File: src/rtl/prio_encoder_arb.sv
// Registered priority encoder / arbiter, fixed or round-robin.
// Holds each grant with a valid/ack handshake and counts acks.
module prio_encoder_arb #(
    parameter int N  = 8,
    parameter int W  = 3,
    parameter int CW = 8
) (
    input  logic          clk,
    input  logic          rst,
    input  logic [N-1:0]  i,
    input  logic          mode,
    input  logic          ack,
    output logic [W-1:0]  y,
    output logic [N-1:0]  grant,
    output logic          valid,
    output logic [CW-1:0] gcnt
);

    typedef enum logic {IDLE, GRANT} state_t;

    state_t       state;
    logic [W-1:0] ptr;
    logic [W-1:0] ptr_nxt;
    logic [W-1:0] start;
    logic [W-1:0] win;
    logic         win_ok;
    logic         rearb;
    logic [W:0]   yinc;
    logic [W:0]   sum;
    logic [N-1:0] rot;

    assign rearb = (state == GRANT) && ack;

    // Successor of the current grant, wrapping N-1 back to 0
    always_comb begin
        yinc = {1'b0, y} + (W+1)'(1);
        if (yinc >= (W+1)'(N))
            ptr_nxt = '0;
        else
            ptr_nxt = yinc[W-1:0];
    end

    // Search origin: 0 when fixed, else the pointer as it stands after this edge
    always_comb begin
        start = '0;
        if (mode)
            start = rearb ? ptr_nxt : ptr;
    end

    // Rotate requests so the origin sits at bit 0, take the lowest set bit
    always_comb begin
        rot    = N'({i, i} >> start);
        win_ok = 1'b0;
        sum    = '0;
        for (int k = N-1; k >= 0; k--) begin
            if (rot[k]) begin
                win_ok = 1'b1;
                sum    = {1'b0, start} + (W+1)'(k);
            end
        end
        if (sum >= (W+1)'(N))
            sum = sum - (W+1)'(N);
        win = sum[W-1:0];
    end

    // Arbitration FSM with registered outputs
    always_ff @(posedge clk or posedge rst) begin
        if (rst) begin
            state <= IDLE;
            y     <= '0;
            grant <= '0;
            valid <= 1'b0;
            gcnt  <= '0;
            ptr   <= '0;
        end else begin
            unique case (state)
                IDLE: begin
                    if (win_ok) begin
                        y     <= win;
                        grant <= {{(N-1){1'b0}}, 1'b1} << win;
                        valid <= 1'b1;
                        state <= GRANT;
                    end
                end
                GRANT: begin
                    if (ack) begin
                        gcnt <= gcnt + CW'(1);
                        ptr  <= ptr_nxt;
                        if (win_ok) begin
                            y     <= win;
                            grant <= {{(N-1){1'b0}}, 1'b1} << win;
                        end else begin
                            grant <= '0;
                            valid <= 1'b0;
                            state <= IDLE;
                        end
                    end
                end
                default: begin
                    state <= IDLE;
                    grant <= '0;
                    valid <= 1'b0;
                end
            endcase
        end
    end

endmodule

File: config.mk
export PLATFORM = sky130hd
export DESIGN_NAME = prio_encoder_arb
export DESIGN_NICKNAME = d
export VERILOG_FILES = /design/src/rtl/prio_encoder_arb.sv
export SDC_FILE = /design/constraint.sdc
export NUM_CORES = 1
export LEC_CHECK = 0
export ABC_CLOCK_PERIOD_IN_PS = 3480
export BUFFER_PORTS_ARGS = -buffer_cell sky130_fd_sc_hd__buf_2
export CAP_MARGIN = 10
export CORE_ASPECT_RATIO = 1.25
export CORE_MARGIN = 2
export CORE_UTILIZATION = 59
export CTS_CLUSTER_SIZE = 24
export DETAILED_ROUTE_END_ITERATION = 8
export GPL_TIMING_DRIVEN = 0
export PLACE_DENSITY = 0.81
export SLEW_MARGIN = 0
export SYNTH_ARGS = -nofsm -noshare
export SYNTH_HDL_FRONTEND = slang
export SYNTH_SLANG_ARGS = --single-unit
export TNS_END_PERCENT = 50
File: constraint.sdc
create_clock -name clk -period 3.48 [get_ports clk]
set_input_delay 0.174 -clock clk [delete_from_list [all_inputs] [get_ports clk]]
set_output_delay 0.174 -clock clk [all_outputs]
set_load 0.1 [all_outputs]
== Word-level counts from Yosys, hierarchy flattened ==
Index checks and enable logic that the tools add are counted.
Storage, ports and cells
  register bits after elaboration: 24
  output and inout bits: 20
Operators by class
  add/sub/neg operators: 10
  $lt $le $gt $ge: 2
  equal/unequal tests: 3
  shift operators: 2
  muxes and demuxes: 34
  bitwise logic cells: 1
  reductions and logical operators: 4
Operator list (count)
  $mux 4: 8
  $mux 8: 3
  $mux 3: 6
  $add 3x3->4 const B: 4
  $pmux 8 s2: 1
  $shr 16x3->8: 1
  $mux 1: 13
  $add 3x1->4 const B: 2
  $add 3x2->4 const B: 2
  $add 8x1->8 const B: 1
  $ge 4x4->1 const B: 2
  $shl 1x3->8 const A: 1
  $ne 2x2->1 const B: 3
  $pmux 3 s2: 1
  $pmux 1 s2: 2
  $reduce_and 2->1: 2
  $reduce_and 3->1: 1
  $sub 3x1->3 const B: 1
  $logic_and 1x1->1: 1
  $not 1->1: 1

== Depth between registers and ports, before layout ==
  word-level depth: 20
  depth in mapped cells: 17
  mapped depth without buffers: 13

== Worst setup path after synthesis ==
Ideal clock, no wire load.
  kind: reg2reg
  from: reg y[0]
  to: reg grant[5]
  setup time: 0.123 ns
  arrival: 3.510 ns
  path slack: -0.153 ns
  cell stages (with the launch flop): 14
  buffers on the path: 2
  period minus slack after synthesis: 3.633 ns
  cells stage by stage: dfrtp_1 -> ha_1 -> and4_1 -> a22o_1 -> inv_2 -> buf_2 -> buf_2 -> ha_1 -> xnor2_1 -> a21boi_0 -> o221a_2 -> o22ai_2 -> nor2_1 -> a32o_1
On the way
  cells in the longest elaborated chain, start to end: 20
  elaborated cells between the ends (all ways): 39
  classes of those cells: add/sub (9); order compare (2); eq/ne (1); shift (2); mux (24); reduce/logical (1)
Ends and longest elaborated chain
  from (decl): line 13  | output logic [W-1:0] y,
  from (signal assigned): line 79  | y <= win;
  from (signal assigned): line 90  | y <= win;
  $add 3x1->4 (*): line 36  | yinc = {1'b0, y} + (W+1)'(1);
  $ge 4x4->1: line 37  | if (yinc >= (W+1)'(N))
  $mux 3 (*): line 37
  $mux 3 (*): line 47  | start = rearb ? ptr_nxt : ptr;
  $mux 3 (*): line 46  | if (mode)
  $add 3x3->4 / $shr 16x3->8 (equally long branches): line 58, 52
  $mux 4 (8 in a row): line 56  | if (rot[k]) begin
  $ge 4x4->1 / $sub 3x1->3 (equally long branches): line 61, 62
  $mux 3: line 61  | if (sum >= (W+1)'(N))
  $shl 1x3->8: line 80, 91
  $mux 8: line 89  | if (win_ok) begin
  $mux 8: line 86  | if (ack) begin
  $pmux 8 s2: line 76  | unique case (state)
  to (signal assigned): line 80  | grant <= {{(N-1){1'b0}}, 1'b1} << win;
  to (signal assigned): line 91  | grant <= {{(N-1){1'b0}}, 1'b1} << win;
  to (decl): line 14  | output logic [N-1:0] grant,
Mark *: on every way between the ends. The rest lies on a longest branch, timed or not. The select of a mux whose other input is x is not followed.
A chain may end at the register's enable or synchronous reset.

== Worst setup path in the final report ==
  from: reg y[0]
  to: reg grant[4]
Same word-level chain as after synthesis.

==> results.ini <==
[synth]
yosys-top-cells-area = dfrtp_1, o211ai_1, nand2_1
synth_cell_type_count = 72
synth-edff-count = 0
ys_seq_area_share_pct = 24.48
yosysMostFrequentCell = nand2_1
syn_area_per_cell_um2 = 8.071
yosysWarnings = 0
ys_seq_elements = 24
synthFlopType = dfrtp_1
netlist.area_leader.share_pct = 24.48
syn-cell-area_um2 = 2454
synthArstFlopShare_pct = 100.0
synthTopCellsByCount = nand2_1, dfrtp_1, o21ai_0
synth.net_count = 320
netlist_instances = 304
yosysTopAreaCell = dfrtp_1

[critical_path]
arrival_ns = 3.52
critPathRequiredTime_ns = 3.65
ff2ff_setup_slack_ns = 0.13
crit_fanout = 10
end_kind = flop
path_class = flop to flop
startpoint_type = flop

[cts]
numClockSinks = 24
clkTransAtPathRegs_ns = 0.08
clock-root-buffer = clkbuf_8
cts_tree = yes
clock_latency_ns = 0.26
cts_max_path_buffers = 2
cts_buffers = 3
htreeDepth = 1

[finish]
synthToLayoutAreaGrowth_pct = 15.60
drive_gt1_share_pct = 25.58
design_area_um2 = 2836
num_antenna_cells = 0
fin_nets = 361

[die]
die_area_um2 = 4694
rows = 26
dieHeight_um = 76.10
core_um2 = 4034
die_x_um = 61.68
pin_count = 32
initial_utilization_pct = 60.83

[detailed_routing]
antenna_violating_nets_post_route = 0
wl_per_cell_um = 19.33
viasPerCell = 7.020
finalWirelength_mm = 7.733
wl_met3_um = 538
dr_wl_met2_mm = 3.742
route.detailed.drc = 0
drt_iter0_markers = 424
routed-via-count = 2808
wl_met1_mm = 3.068
first_pass_iters = 5
top_layer = met4

[sta]
clock_skew_ns = 0.002464
slew_headroom_pct = 42.17
tightest_slew_ns = 0.8665
timing.hold.ws_ns = 0.07820
layout_min_cycle_time_ns = 3.346
fmax_ghz = 0.2988
setup_viol = 0
fin_crit_sh_pct = 96.16
drv_slew = 0
hold_viol_final = 0

[pwr]
power_density_nw_per_um2 = 972.6
power.total_mw = 2.759
ir_drop_mv = 0.9035
p_leak_nw = 1.184

[place]
numPortBuffers = 30
dp_hpwl_mm = 5.607
place.gp.congestion = 1.066
placed_area_um2 = 2676

[global_routing]
grt_first_pass_wirelength_mm = 12.41
grt_pass1_vias = 2619
grt_max_degree = 25
grt_use_total_pct = 33.73
grt_overflow = 0
antenna_found_initial = 0

[worst_hold_path]
hp-class = input port to async pin

[job]
timing.max_cap.violations = 0

[status]
outcome = finished, final reports clean

==> final timing paths <==
kind	from	endpoint	depth (start not counted)
hold reg to reg	grant[6]$_DFFE_PP0P_	grant[6]$_DFFE_PP0P_	2
min in group clk	ack	gcnt[0]$_DFFE_PP0P_	3
max in group asynchronous	rst	y[1]$_DFFE_PP0P_	2
setup / recovery	y[0]$_DFFE_PP0P_	grant[4]$_DFFE_PP0P_	12
setup reg to reg	y[0]$_DFFE_PP0P_	grant[4]$_DFFE_PP0P_	12
hold / removal	rst	y[0]$_DFFE_PP0P_	2
==> through the flow <==
step	utilization [%]	setup WS, ns	cells	TNS, ns
2_1_floorplan	-	0.1068	304	0
3_3_place_gp	66.35	0.02150	390	0
4_1_cts	67.56	0.003769	394	0
6_report	70.32	0.1338	400	0
5_1_grt	70.32	-0.03290	400	-0.07886
3_5_place_dp	66.35	-0.02281	390	-0.02281
==> sequential cells by signal, indices dropped and copies added, names as in the netlist <==
name   cells
grant      8
gcnt       8
state      1
y          3
ptr        3
valid      1
==> where the power goes <==
group	internal, mW	total, mW	switching [mW]	leakage, nW
Combinational	0.587	2.10	1.52	0.861
Clock	0.0818	0.165	0.0834	0.0228
Sequential	0.389	0.491	0.102	0.299
==> placed cells by master, fill, tap and decap left out, types with 3 or more instances in the layout <==
cell,netlist,layout
ha_1,4,4
buf_2,8,38
a31oi_1,5,5
clkbuf_1,7,6
mux2i_1,4,3
a211oi_4,2,3
nand2_1,30,30
a211o_1,4,4
o41ai_1,4,4
inv_1,11,11
nor2b_1,4,4
xnor2_1,7,7
buf_4,3,9
nor3_1,7,6
nor2_1,18,18
o21ai_0,20,19
nand2b_1,4,4
a22oi_1,7,6
o21ai_1,2,3
o311ai_0,5,4
a21o_1,3,3
clkbuf_8,0,3
o31ai_1,6,6
dfrtp_1,24,22
o211ai_1,19,19
nand4_1,6,6
a211oi_1,5,3
a21oi_1,11,10
nand3_1,13,13
==> area by class of cell <==
type                            instances  area, µm²
Fill cell                             363       1197
Inverter                               13      51.30
Tap cell                               56      70.07
Clock buffer                            4      45.04
Sequential cell                        24      603.1
Timing Repair Buffer                   36      195.2
Multi-Input combinational cell        246       1752
Buffer                                 21      120.1
==> repair_timing <==
| item | CTS | global route |
|---|---|---|
| hold buffers | 0 | 0 |
| gates resized for setup | 1 | 19 |
| setup endpoints to repair | 1 | 11 |
| pin swaps | 0 | 4 |
| buffers inserted | 0 | 6 |
==> cells by family (layout without fill, tap and decap cells) <==
group	Yosys count	count (layout)	share of synthesized area (%)
xor+xnor	9	9	3.213
compound gates	126	126	40.18
flops	24	24	24.48
simple gates	101	101	20.86
fa+ha+maj	4	4	2.040
mux	6	6	2.550
buf+inv	34	74	6.680
==> critical path: stages, from the launching register on <==
cell	delay [ns]
dfrtp_2	0.46
ha_1	0.22
nor2b_1	0.17
a211oi_4	0.37
nor2_2	0.17
buf_6	0.19
a21oi_1	0.42
nand3_1	0.13
a21oi_1	0.20
a31oi_1	0.07
a211o_1	0.30
a21o_1	0.23
o41ai_2	0.31
==> routing by layer <==
metal	vias to the layer above	global-route usage, %
li1	1252	-
met1	1333	44.02
met2	181	54.00
met3	42	4.584
met4	0	14.68
met5	-	0
(Power assumes the default switching activity.)
